--- src/rtl/fencei_mc_flush_resp.sv ---
// Multi-channel FENCE.I flush responder.
// One shared flush engine serves NUM_CH level-sensitive flush_req/flush_ack
// requesters. Grants are round-robin; each flush is acknowledged after a
// fixed or LFSR-derived latency. A request that drops while it is being
// served raises a proto_err pulse. Completed flushes are counted (saturating).
module fencei_mc_flush_resp #(
    parameter int unsigned NUM_CH = 2,
    parameter int unsigned LAT_W  = 8,
    parameter int unsigned CH_W   = (NUM_CH > 1) ? $clog2(NUM_CH) : 1
) (
    input  logic              clk,
    input  logic              reset_n,
    input  logic [NUM_CH-1:0] flush_req,
    output logic [NUM_CH-1:0] flush_ack,
    input  logic [LAT_W-1:0]  cfg_min_lat,
    input  logic [LAT_W-1:0]  cfg_max_lat,
    input  logic              cfg_rand_en,
    output logic              busy,
    output logic [CH_W-1:0]   active_ch,
    output logic [NUM_CH-1:0] proto_err,
    output logic [15:0]       flush_cnt
);

    localparam logic [1:0] StIdle    = 2'd0;
    localparam logic [1:0] StWait    = 2'd1;
    localparam logic [1:0] StAck     = 2'd2;
    localparam logic [1:0] StRecover = 2'd3;

    localparam logic [CH_W-1:0] PtrReset = CH_W'(NUM_CH - 1);

    logic [1:0]        state_q, state_d;
    logic [LAT_W-1:0]  lat_cnt_q, lat_cnt_d;
    logic [CH_W-1:0]   ptr_q, ptr_d;
    logic [CH_W-1:0]   ch_q, ch_d;
    logic [NUM_CH-1:0] ack_q, ack_d;
    logic [NUM_CH-1:0] perr_q, perr_d;
    logic [15:0]       cnt_q, cnt_d;
    logic [15:0]       lfsr_q, lfsr_d;

    logic [LAT_W-1:0]  lfsr_lat;
    logic [LAT_W:0]    lat_sum;
    logic [LAT_W-1:0]  lat;
    logic              grant_vld;
    logic [CH_W-1:0]   grant_ch;
    int unsigned       arb_idx;

    // LFSR bits feeding the latency; zero-extended when the counter is wider.
    if (LAT_W <= 16) begin : g_lat_narrow
        assign lfsr_lat = lfsr_q[LAT_W-1:0];
    end else begin : g_lat_wide
        assign lfsr_lat = {{(LAT_W - 16){1'b0}}, lfsr_q};
    end

    // Fibonacci LFSR, taps 16,14,13,11; free-running every cycle.
    always_comb begin
        lfsr_d = {lfsr_q[14:0], lfsr_q[15] ^ lfsr_q[13] ^ lfsr_q[12] ^ lfsr_q[10]};
    end

    // Latency selection; the sum is one bit wider so it cannot wrap.
    always_comb begin
        lat_sum = {1'b0, cfg_min_lat} + {1'b0, lfsr_lat};
        if (!cfg_rand_en || (cfg_max_lat < cfg_min_lat)) begin
            lat = cfg_min_lat;
        end else if (lat_sum > {1'b0, cfg_max_lat}) begin
            lat = cfg_max_lat;
        end else begin
            lat = lat_sum[LAT_W-1:0];
        end
    end

    // Round-robin search from ptr+1; the loop runs backwards so the nearest
    // requester after the pointer is the last (winning) assignment.
    always_comb begin
        grant_vld = 1'b0;
        grant_ch  = '0;
        arb_idx   = 0;
        for (int i = int'(NUM_CH) - 1; i >= 0; i--) begin
            arb_idx = (int'(ptr_q) + 1 + i) % NUM_CH;
            if (flush_req[arb_idx]) begin
                grant_vld = 1'b1;
                grant_ch  = CH_W'(arb_idx);
            end
        end
    end

    // Next-state logic of the flush engine and its registered outputs.
    always_comb begin
        state_d   = state_q;
        lat_cnt_d = lat_cnt_q;
        ptr_d     = ptr_q;
        ch_d      = ch_q;
        ack_d     = '0;
        perr_d    = '0;
        cnt_d     = cnt_q;
        case (state_q)
            StIdle: begin
                if (grant_vld) begin
                    ch_d      = grant_ch;
                    ptr_d     = grant_ch;
                    lat_cnt_d = lat;
                    if (lat == '0) begin
                        state_d         = StAck;
                        ack_d[grant_ch] = 1'b1;
                        if (cnt_q != 16'hFFFF) cnt_d = cnt_q + 16'd1;
                    end else begin
                        state_d = StWait;
                    end
                end
            end
            StWait: begin
                // A dropped request aborts the flush; it must never be acked.
                if (!flush_req[ch_q]) begin
                    perr_d[ch_q] = 1'b1;
                    state_d      = StRecover;
                end else begin
                    lat_cnt_d = lat_cnt_q - LAT_W'(1);
                    if (lat_cnt_q == LAT_W'(1)) begin
                        state_d     = StAck;
                        ack_d[ch_q] = 1'b1;
                        if (cnt_q != 16'hFFFF) cnt_d = cnt_q + 16'd1;
                    end
                end
            end
            StAck: begin
                state_d = StRecover;
            end
            StRecover: begin
                // Requests ignored so the acked requester can deassert.
                state_d = StIdle;
            end
            default: begin
                state_d = StIdle;
            end
        endcase
    end

    // State and output registers, cleared asynchronously.
    always_ff @(posedge clk or negedge reset_n) begin
        if (!reset_n) begin
            state_q   <= StIdle;
            lat_cnt_q <= '0;
            ptr_q     <= PtrReset;
            ch_q      <= '0;
            ack_q     <= '0;
            perr_q    <= '0;
            cnt_q     <= 16'h0000;
            lfsr_q    <= 16'hACE1;
        end else begin
            state_q   <= state_d;
            lat_cnt_q <= lat_cnt_d;
            ptr_q     <= ptr_d;
            ch_q      <= ch_d;
            ack_q     <= ack_d;
            perr_q    <= perr_d;
            cnt_q     <= cnt_d;
            lfsr_q    <= lfsr_d;
        end
    end

    assign flush_ack = ack_q;
    assign proto_err = perr_q;
    assign flush_cnt = cnt_q;
    assign active_ch = ch_q;
    assign busy      = (state_q != StIdle);

endmodule

--- config.mk ---
export PLATFORM = sky130hd
export DESIGN_NAME = fencei_mc_flush_resp
export DESIGN_NICKNAME = d
export VERILOG_FILES = /design/src/rtl/fencei_mc_flush_resp.sv
export SDC_FILE = /design/constraint.sdc
export NUM_CORES = 1
export LEC_CHECK = 0
export ABC_CLOCK_PERIOD_IN_PS = 10150
export BUFFER_PORTS_ARGS = -buffer_cell sky130_fd_sc_hd__buf_2
export CORE_MARGIN = 2
export CORE_UTILIZATION = 40
export CTS_BUF_LIST = sky130_fd_sc_hd__clkbuf_16
export CTS_CLUSTER_SIZE = 12
export DETAILED_ROUTE_END_ITERATION = 8
export GPL_TIMING_DRIVEN = 1
export HOLD_SLACK_MARGIN = 0.05
export SYNTH_ARGS = -nofsm -noshare
export SYNTH_HDL_FRONTEND = slang
export SYNTH_SLANG_ARGS = --single-unit
export TNS_END_PERCENT = 20
--- constraint.sdc ---
create_clock -name clk -period 10.15 [get_ports clk]
set_input_delay 0.5075 -clock clk [delete_from_list [all_inputs] [get_ports clk]]
set_output_delay 0.5075 -clock clk [all_outputs]
set_load 0.03 [all_outputs]
==> Yosys cells after proc, flatten, opt, wreduce, memory -nomap -nowiden <==
Cells that the tools add are included.
Widths: inputs -> output; s select.
{ "word_totals": {"output_inout_bits": 22, "regBits": 48, "elab_cells": 83, "inputBits": 21} }
{ "op_classes": {"bitwise_logic": 3, "n_lt_le_gt_ge": 8, "eq_ne": 10, "n_addsub": 5, "n_mux": 37, "n_reduce_logical": 12} }
{ "op_table": {"columns": ["op", "n"], "rows": [
  ["$mux 16", 5],
  ["$mux 8", 4],
  ["$pmux 16 s2", 1],
  ["$mux 2", 10],
  ["$add 16x1->16 const B", 1],
  ["$ne 16x16->1 const B", 1],
  ["$pmux 8 s2", 1],
  ["$mux 1", 12],
  ["$add 8x8->9", 1],
  ["$gt 9x8->1", 1],
  ["$eq 8x1->1 const B", 1],
  ["$logic_not 8->1", 1],
  ["$lt 1x2->1 const B", 4],
  ["$lt 8x8->1", 1],
  ["$ne 2x2->1 const B", 4],
  ["$pmux 2 s4", 1],
  ["$sub 8x1->8 const B", 1],
  ["$reduce_and 5->1", 1],
  ["$eq 2x2->1 const B", 2],
  ["$pmux 2 s2", 1],
  ["$reduce_and 2->1", 2],
  ["$reduce_bool 2->1", 2],
  ["$ne 3x3->1 const B", 1],
  ["$reduce_and 3->1", 1],
  ["other kinds (9)", 15]
]} }

==> Logic depth before layout (Yosys ltp) <==
Gate-level depths: netlist of run 1.
{ "logic_depth": {"word_depth": 13, "mapped_depth": 15} }

==> Worst setup path after synthesis of run 1 <==
Ideal clock, no wire load.
{ "synth_path": {"path_kind": "input-to-reg", "startpoint": "input port cfg_min_lat[4]", "endpoint": "register cnt_q[1], in the netlist flush_cnt[1]", "cell_stages": 14, "setup_slack_ns": 6.353, "arrival_ns": 3.670, "path_buffers": 0, "path_cell_list": "ha_1 > a21o_1 > a31o_1 > or3_1 > and2_2 > ha_1 > nand2_1 > or3_1 > a21oi_1 > o221ai_1 > nand4bb_1 > a41o_4 > a21oi_2 > mux2_1"} }
{ "synth_between": {"elab_chain_cells": 7, "word_cells_on_any_way": 9} }
{ "synth_rtl": {"columns": ["item", "line_no", "text"], "rows": [
  ["start: declaration", "15", "input logic [LAT_W-1:0] cfg_min_lat,"],
  ["$add 8x8->9", "61", "lat_sum = {1'b0, cfg_min_lat} + {1'b0, lfsr_lat};"],
  ["$gt 9x8->1", "64", "end else if (lat_sum > {1'b0, cfg_max_lat}) begin"],
  ["$mux 8", "64", null],
  ["$mux 8 *", "62", "if (!cfg_rand_en || (cfg_max_lat < cfg_min_lat)) begin"],
  ["$logic_not 8->1 *", "101", "if (lat == '0) begin"],
  ["$ne 2x2->1 (no line) *", null, null],
  ["$reduce_and 5->1 (no line) *", null, null],
  ["end signal: assignment", "155", "cnt_q <= cnt_d;"],
  ["end: declaration", "37", "logic [15:0] cnt_q, cnt_d;"]
]} }
Mark *: on every way between the ends. The rest lies on a longest branch, timed or not.
A chain may end at the register's enable or synchronous reset.

==> Final worst setup path of run 1 <==
{ "layout_path": {"startpoint": "register lfsr_q[4]", "endpoint": "register cnt_q[1], in the netlist flush_cnt[1]"} }
{ "layout_between": {"elab_chain_cells": 7} }
{ "layout_rtl": {"columns": ["item", "line_no", "text"], "rows": [
  ["start: declaration", "38", "logic [15:0] lfsr_q, lfsr_d;"],
  ["start signal: assignment", "156", "lfsr_q <= lfsr_d;"],
  ["$add 8x8->9 *", "61", null],
  ["$gt 9x8->1", "64", null],
  ["$mux 8 *", "64", null],
  ["$mux 8 *", "62", null],
  ["$logic_not 8->1 *", "101", null],
  ["$ne 2x2->1 (no line) *", null, null],
  ["$reduce_and 5->1 (no line) *", null, null]
]} }
Marked as above.

==> flow_summary.ini, run 1 <==
[route]
wl_um = 6920
drt_iter0_markers = 81
first_pass_iters = 4
viasPerCell = 5.31
drc = 0
wl_per_cell_um = 14.7
antenna_left = 0
num_vias = 2508

[layout]
multi_input_area_um2 = 1770
n_antenna_cell = 0
nNetsFinal = 420
nFillCells = 761
layout-drive-gt1-share_pct = 22.7
regArea_um2 = 1210
final_cells = 472
mostFrequentLayoutCells = buf_2 (42), dfrtp_1 (39), nand2_1 (31)
stdcell_area_um2 = 3570
area_growth_pct = 14.0
layout_commonest_cell = buf_2
utilization_pct = 46.7

[yosys]
yosysSeqAreaShare_pct = 38.7
syn_inst = 327
syn_nets = 378
synth_ff_type = dfrtp_1
synth_edf_count = 0
ys_ff_latch = 48
syn_area_um2 = 3130
avgSynthCellArea_um2 = 9.58
yosysWarnings = 0
synthArstFlopShare_pct = 100
yosysUniqueCellTypes = 64

[critical_path]
ff2ff_setup_slack_ns = 5.99
cp.arrival_ns = 4.33
startpoint = lfsr_q[4]
worst-endpoint-required_ns = 10.32
reg2reg_depth = 15
start_kind = register
critPathMaxFanout = 15
end_kind = register
crit_type = register to register
r2r-end = flush_cnt[1]
r2r-start = lfsr_q[4]

[sta]
holdWs_ns = 0.350
fmax_mhz = 240
post-route-period-util_pct = 41.0
rsz0062_at_grt = no
min_period_ns = 4.16
finalHoldViolCount = 0
skew_ns = 0.00645
setup_violations = 0
slew_headroom_pct = 31.2
worstMarginPinSlew_ns = 1.03
maxSlewViolCount = 0
tns_ns = 0

[grt]
grt_pass1_wl_um = 11900
antenna_found_initial = 0
grt_overflow = 0
grt_usage_pct = 17.3
grt_pass1_vias = 2513
grt_max_degree = 49

[floorplanning]
die_x_um = 92.5
start_util_pct = 41.0
die_h_um = 92.5
rows = 32
core_um2 = 7650
die-area_um2 = 8560
io-pin-count = 43

[pwr]
netSwitchingFraction_pct = 39.8
cellPowerDensity_nw_per_um2 = 198
pwr-share-seq_pct = 37.7
p_int_mw = 0.425
p_comb_share_pct = 39.4
power_leakage_nw = 1.78
p_switching_mw = 0.281
vdd_drop_max_mv = 0.0987
p_clk_share_pct = 22.9

[clocking]
clock_path_buffers = 2
htree_levels = 2
cts_resized = 0
clock_sinks = 48
clk_pin_slew_ns = 0.06
cts_root_buf = clkbuf_16
cts-buffers-inserted = 5
hold_buffers = 0
cts_tree = done
worstSkewPairLatency_ns = 0.29
post_cts_buffers = 0

[worst_hold_path]
hold_start = lfsr_q[14]
holdPathEnd = lfsr_q[15]
min_path_type = register to register
min_path_cells = 0

[placement]
dpl-instance-area_um2 = 3430
placed_cells = 464
numPortBuffers = 42
hpwlAfterDp_um = 5270
gp_congestion = 0.883

[run]
drv_cap = 0

[status]
status = finished clean
logic make-up after synthesis:
logic type,synth area share (%)
buf+inv,4.83
xor+xnor,5.87
fa+ha+maj,12.2
compound gates,15.5
simple gates,19.9
flops,38.7
mux,2.96
synthesized netlist by cell type, types with 2 or more instances:
| library cell | count | area (um^2) |
|---|---|---|
| nor3_1 | 6 | 30.0 |
| and2_1 | 2 | 12.5 |
| a221oi_1 | 2 | 17.5 |
| nor4_1 | 8 | 50.1 |
| clkbuf_1 | 5 | 18.8 |
| o32ai_1 | 2 | 17.5 |
| o211ai_1 | 4 | 30.0 |
| xor2_1 | 15 | 131 |
| inv_1 | 25 | 93.8 |
| buf_2 | 2 | 10.0 |
| nand3_1 | 10 | 50.1 |
| nand2_1 | 31 | 116 |
| o21ai_0 | 13 | 65.1 |
| a21oi_1 | 24 | 120 |
| o22ai_1 | 3 | 18.8 |
| nor2_1 | 15 | 56.3 |
| or3_1 | 5 | 31.3 |
| dfstp_2 | 9 | 236 |
| nand4_1 | 7 | 43.8 |
| dfrtp_1 | 39 | 976 |
| a211oi_1 | 3 | 22.5 |
| mux2i_1 | 7 | 70.1 |
| nor3b_1 | 2 | 15.0 |
| mux2_1 | 2 | 22.5 |
| and3_1 | 3 | 18.8 |
| a21o_1 | 4 | 30.0 |
| nor2_2 | 8 | 50.1 |
| xnor2_1 | 6 | 52.6 |
| ha_1 | 29 | 363 |
| and3_2 | 2 | 15.0 |
power by group through the flow:
stage / Clock [mW] / Combinational (mW) / Sequential [mW]
after global placement: 0 / 0.274 / 0.268
after global routing: 0.174 / 0.312 / 0.274
after CTS: 0.166 / 0.279 / 0.266
final: 0.161 / 0.278 / 0.266
after detailed placement: 0 / 0.278 / 0.269
after floorplan: 0 / 0.196 / 0.287
worst max path at each step:
stage              endpoint  slack (ns)
2_1_floorplan  flush_cnt[1]        6.35
3_3_place_gp   flush_cnt[1]        5.85
3_5_place_dp   flush_cnt[1]        5.73
4_1_cts        flush_cnt[1]        6.01
5_1_grt        flush_cnt[1]        5.72
6_report       flush_cnt[1]        5.99
layout make-up:
class                   instances  area share (%)
clock buffers                   5            3.50
clock inverters                 3           0.525
inverters                      25            2.63
multi-input cells             245            49.5
flip-flops and latches         48            33.9
well taps                     102            3.57
repair buffers                 44            6.30
registers in the layout, indices dropped and copies added (netlist names):
register / count
lfsr_q: 16
state_q: 2
ptr_q: 1
flush_ack: 2
flush_cnt: 16
active_ch: 1
proto_err: 2
lat_cnt_q: 8
worst max-delay path: stages (launching register included):
cell	delay (ns)
dfrtp_1	0.40
ha_1	0.35
a21o_1	0.22
a31o_1	0.21
or3_1	0.37
and2_2	0.21
ha_1	0.29
nand2_1	0.05
or3_1	0.30
a21oi_1	0.17
o221ai_1	0.12
buf_4	0.21
nand4bb_1	0.26
a41o_4	0.37
a21oi_2	0.17
mux2_1	0.34
routing by layer:
| metal | vias to the layer above | GRT usage (%) | wire (um) |
|---|---|---|---|
| met1 | 1203 | 23.0 | 3340 |
| met2 | 31 | 28.8 | 3310 |
| met4 | 0 | 4.60 | 56 |
| met5 | - | 0 | 0 |
| met3 | 7 | 3.25 | 208 |
| li1 | 1267 | - | - |
stage by stage:
| step | total power, mW | setup WS (ns) |
|---|---|---|
| 2_1_floorplan | 0.483 | 6.35 |
| 6_report | 0.706 | 5.99 |
| 3_3_place_gp | 0.542 | 5.85 |
| 4_1_cts | 0.711 | 6.01 |
| 3_5_place_dp | 0.547 | 5.73 |
| 5_1_grt | 0.760 | 5.72 |
(Power assumes the default switching activity.)
==> run 2: changes to the inputs <==
ABC_AREA = 1   (was unset)
ABC_CLOCK_PERIOD_IN_PS = 4030   (was 10150)
clock period = 4.03 ns   (was 10.15 ns; I/O delays follow)
==> flow_summary.ini, run 2 <==
[yosys]
ys_ff_latch = 48
synth_edf_count = 0
synth_top_area_share_pct = 28.8
synth_ff_type = dfrtp_1
netlist.top_cell.by_area = dfrtp_1
syn_inst = 430
yosysWarnings = 0
synth_commonest_cells = nand2_1 (109), inv_1 (54), nand3_1 (49)
syn_nets = 481
yosysUniqueCellTypes = 40
yosysSeqAreaShare_pct = 35.7
synth.most_common_cell = nand2_1
synthArstFlopShare_pct = 100
syn_area_um2 = 3390
netlist_top_cells_area = dfrtp_1 (29%), nand2_1 (12%), ha_1 (11%)
avgSynthCellArea_um2 = 7.89

[clocking]
cts_root_buf = clkbuf_16
cts_tree = done
worstSkewPairLatency_ns = 0.29
clk_pin_slew_ns = 0.07
htree_levels = 2
cts-buffers-inserted = 5
clock_sinks = 48
clock_path_buffers = 2
cts_resized = 0

[critical_path]
crit_type = register to register
reg2reg_depth = 26
crit_end = flush_cnt[0]
worst-endpoint-required_ns = 4.21
ff2ff_setup_slack_ns = 0.44
cp.arrival_ns = 3.77
startpoint = lfsr_q[0]
critPathMaxFanout = 18
r2r-start = lfsr_q[0]
start_kind = register
end_kind = register
r2r-end = flush_cnt[0]

[sta]
min_period_ns = 3.59
slew_headroom_pct = 58.6
fmax_mhz = 278
rsz0062_at_grt = no
fin_ws_ns = 0.438
finalHoldViolCount = 0
setup_violations = 0
worstMarginPinSlew_ns = 0.621
tns_ns = 0
post-route-period-util_pct = 89.1
skew_ns = 0.00575
holdWs_ns = 0.200
maxSlewViolCount = 0

[floorplanning]
die_x_um = 96.1
core_um2 = 8220
die_h_um = 96.1
rows = 33
io-pin-count = 43
die-area_um2 = 9230
start_util_pct = 41.3

[pwr]
p_comb_share_pct = 44.9
p_total_mw = 1.94
pwr-share-seq_pct = 32.9
netSwitchingFraction_pct = 43.8
power_leakage_nw = 2.10
p_clk_share_pct = 22.2
p_int_mw = 1.09
cellPowerDensity_nw_per_um2 = 502
p_switching_mw = 0.849
vdd_drop_max_mv = 0.205

[grt]
grt_overflow = 0
grt_pass1_wl_um = 12500
grt_max_degree = 49
antenna_found_initial = 0
grt_pass1_vias = 2662
grt_usage_pct = 17.3

[worst_hold_path]
min_path_type = input port to register

[route]
antenna_left = 0
viasPerCell = 4.90
num_vias = 2851
drc = 0
first_pass_iters = 4
drt_iter0_markers = 101
wl_per_cell_um = 12.9
wl_um = 7510

[layout]
utilization_pct = 47.0
area_growth_pct = 13.8
nNetsFinal = 527
mostFrequentLayoutCells = nand2_1 (109), inv_1 (54), nand3_1 (49)
n_antenna_cell = 0
layout_commonest_cell = nand2_1
layout-drive-gt1-share_pct = 19.9
nFillCells = 834

[placement]
place_ws_ns = 0.419
hpwlAfterDp_um = 5840
numPortBuffers = 42
gp_congestion = 0.926

[run]
drv_cap = 0

[status]
status = finished clean
-- run 2: changes by cell type in the layout (fill, tap and decap cells not counted), moves of 4 or more --
| cell | previous run | this run |
|---|---|---|
| nor2_2 | 8 | 2 |
| nand3_1 | 10 | 49 |
| a21oi_1 | 24 | 15 |
| nand2_1 | 31 | 109 |
| mux2i_1 | 7 | 0 |
| xor2_1 | 15 | 11 |
| xnor2_1 | 6 | 11 |
| nor4_1 | 8 | 1 |
| or3_1 | 5 | 0 |
| nor2_1 | 15 | 26 |
| o211ai_1 | 4 | 0 |
| inv_1 | 25 | 54 |
| nand2_2 | 1 | 17 |
-- run 2: area by class of cell --
type                       instances  area [um^2]  share of cell area, %
multi-input combinational        320         1920                   49.8
sequential                        48         1210                   31.4
timing repair buffer              44          228                   5.90
inverter                          57          215                   5.58
tap                              105          131                   3.40
clock buffer                       5          125                   3.24
clock inverter                     3         26.3                  0.681
-- run 2: routing by layer --
| metal | global-route usage [%] | wire length, um |
|---|---|---|
| met1 | 24.7 | 3790 |
| met2 | 27.3 | 3480 |
| met3 | 3.13 | 197 |
| met4 | 3.93 | 46 |
| met5 | 0 | 0 |
-- run 2: power groups by stage --
stage	logic, mW	clock network (mW)	registers, mW
floorplan	0.665	0	0.687
global placement	0.853	0	0.648
detailed placement	0.870	0	0.648
CTS	0.875	0.442	0.639
global route	0.988	0.469	0.650
finish	0.870	0.430	0.638
-- run 2: per-stage QoR --
stage	area [um^2]	cells
3_5_place_dp	3700	573
3_3_place_gp	3700	573
2_1_floorplan	3390	430
6_report	3860	582
4_1_cts	3860	582
5_1_grt	3860	582
-- run 2: critical path, cell delays in order, from the launching register on --
cell and delay [ns]:
dfstp_2 0.37, ha_1 0.20, fa_1 0.42, a21oi_2 0.15, o21bai_2 0.09, xor2_1 0.25
ha_1 0.30, nand2_1 0.09, nor2_1 0.06, nand2_1 0.05, nand3_1 0.08, nand2_1 0.07
nand2_1 0.04, nand2_1 0.07, nand2_2 0.06, nand2_4 0.11, nand2_4 0.09, nand2_1 0.08
nand3_1 0.09, nand2_1 0.08, nand2_1 0.06, nor2_2 0.13, nand2_4 0.09, nand2_8 0.14
nand2_8 0.13, nand2_1 0.10, nand2_1 0.06
-- run 2: worst min path at each step --
stage,from,to,slack [ns],depth (start not counted)
2_1_floorplan,reset_n,active_ch,-0.09,0
3_3_place_gp,reset_n,lat_cnt_q[3],0.33,2
3_5_place_dp,reset_n,lat_cnt_q[1],0.34,2
4_1_cts,flush_req[0],proto_err[0],0.19,4
5_1_grt,flush_req[0],proto_err[0],0.22,4
6_report,flush_req[0],proto_err[0],0.20,4
-- run 2: logic make-up (layout without fill, tap and decap cells) --
family / after synthesis / in the layout / share of synthesized area [%]
AO/OA/AOI/OAI: 48 / 48 / 9.11
XOR/XNOR: 23 / 23 / 6.16
adder cells (fa/ha/maj): 30 / 30 / 11.3
buffers and inverters: 62 / 109 / 7.64
flip-flops: 48 / 48 / 35.7
AND/OR/NAND/NOR: 219 / 219 / 30.1
-- run 2: timing repair --
action	CTS	global route
setup buffers	0	0
hold endpoints to repair	39	0
hold buffers	1	0
setup endpoints to repair	0	0
==> run 3: changes to the inputs <==
CELL_PAD_IN_SITES_DETAIL_PLACEMENT = 0   (was unset)
CELL_PAD_IN_SITES_GLOBAL_PLACEMENT = 1   (was unset)
PLACE_DENSITY_LB_ADDON = 0.1   (was unset)
==> flow_summary.ini, run 3 (synthesized netlist as in run 2, its figures left out) <==
[route]
antenna_left = 0
drt_iter0_markers = 117
wl_per_cell_um = 13.2
wl_um = 7660
first_pass_iters = 4
num_vias = 2820
drc = 0
viasPerCell = 4.85

[layout]
mostFrequentLayoutCells = nand2_1 (109), inv_1 (54), nand3_1 (49)
area_growth_pct = 13.5
final_cells = 582
stdcell_area_um2 = 3850
layout_commonest_cell = nand2_1
nFillCells = 842
n_antenna_cell = 0
layout-drive-gt1-share_pct = 19.7
utilization_pct = 46.9
nNetsFinal = 527

[clocking]
clock_path_buffers = 2
cts-buffers-inserted = 5
clk_pin_slew_ns = 0.07
worstSkewPairLatency_ns = 0.29
cts_root_buf = clkbuf_16
cts_tree = done
cts_resized = 0
clock_sinks = 48
htree_levels = 2

[sta]
slew_headroom_pct = 58.9
tns_ns = 0
fin_ws_ns = 0.504
finalHoldViolCount = 0
post-route-period-util_pct = 87.5
skew_ns = 0.00407
setup_violations = 0
rsz0062_at_grt = no
min_period_ns = 3.53
fmax_mhz = 284
holdWs_ns = 0.199
maxSlewViolCount = 0
worstMarginPinSlew_ns = 0.616

[placement]
place_ws_ns = 0.463
gp_congestion = 0.841
numPortBuffers = 42
hpwlAfterDp_um = 5970
dpl-instance-area_um2 = 3700
placed_cells = 573

[worst_hold_path]
holdPathEnd = proto_err[0]
hold_start = flush_req[0]
min_path_type = input port to register
min_path_cells = 4

[status]
status = finished clean

[grt]
antenna_found_initial = 0
grt_usage_pct = 18.5
grt_overflow = 0
grt_pass1_vias = 2753
grt_pass1_wl_um = 13200
grt_max_degree = 49

[critical_path]
crit_top_cell = nand2_1
startpoint = lfsr_q[0]
ff2ff_setup_slack_ns = 0.50
crit_type = register to register
cp_slowest_cell = fa_1
crit_family = simple AND/OR/NAND/NOR gates
end_kind = register
critPathMaxFanout = 18
worst-endpoint-required_ns = 4.21
start_kind = register
r2r-start = lfsr_q[0]
critical_path_buf_inv_count = 0
cp.arrival_ns = 3.71
max_stage_delay_ns = 0.41
r2r-end = flush_cnt[3]
reg2reg_depth = 26

[floorplanning]
start_util_pct = 41.3
die_x_um = 96.1
rows = 33
die_h_um = 96.1
io-pin-count = 43
die-area_um2 = 9230
core_um2 = 8220

[pwr]
p_total_mw = 1.93
vdd_drop_max_mv = 0.180
power_leakage_nw = 2.09
cellPowerDensity_nw_per_um2 = 501

[run]
drv_cap = 0
[run 3: cell count changes in the layout (fill, tap and decap cells not counted), sizes merged]
cell / previous run / this run
clkinv: 2 / 3
inv: 58 / 57
[run 3: power breakdown]
part / switching (mW) / internal, mW / total (mW) / leakage (nW)
sequential: 0.0670 / 0.574 / 0.641 / 0.612
clock: 0.190 / 0.230 / 0.420 / 0.0716
combinational: 0.590 / 0.280 / 0.870 / 1.41
[run 3: layer usage]
metal  global-route usage, %  up-vias  routed length [um]
li1                        -     1481                   -
met1                    26.6     1301                3950
met2                    29.6       36                3480
met3                    2.74        2                 209
met4                    3.93        0                  30
met5                       0        -                   0
[run 3: repair_timing]
item,4_1_cts,5_1_grt
setup endpoints to repair,0,0
setup buffers,0,0
hold buffers,1,0
hold endpoints to repair,34,0
[run 3: tightest hold or removal path, cell delays in order]
cell and delay (ns):
buf_2 0.10, nor2_1 0.04, inv_1 0.06, nor2_1 0.05
[run 3: worst max path at each step]
stage	endpoint	cells past startpoint	slack, ns
after floorplan	flush_cnt[15]	27	0.83
after CTS	flush_cnt[3]	26	0.44
after global routing	flush_cnt[10]	26	0.15
after detailed placement	flush_cnt[1]	26	0.46
after global placement	flush_cnt[1]	26	0.52
final	flush_cnt[3]	26	0.50
[run 3: layout make-up]
class                           instances  area (um^2)  share of cell area, %
Multi-Input combinational cell        320         1920                   49.9
Sequential cell                        48         1210                   31.5
Timing Repair Buffer                   44          228                   5.91
Inverter                               57          215                   5.59
Tap cell                              105          131                   3.41
Clock buffer                            5          125                   3.25
Clock inverter                          3         17.5                  0.455
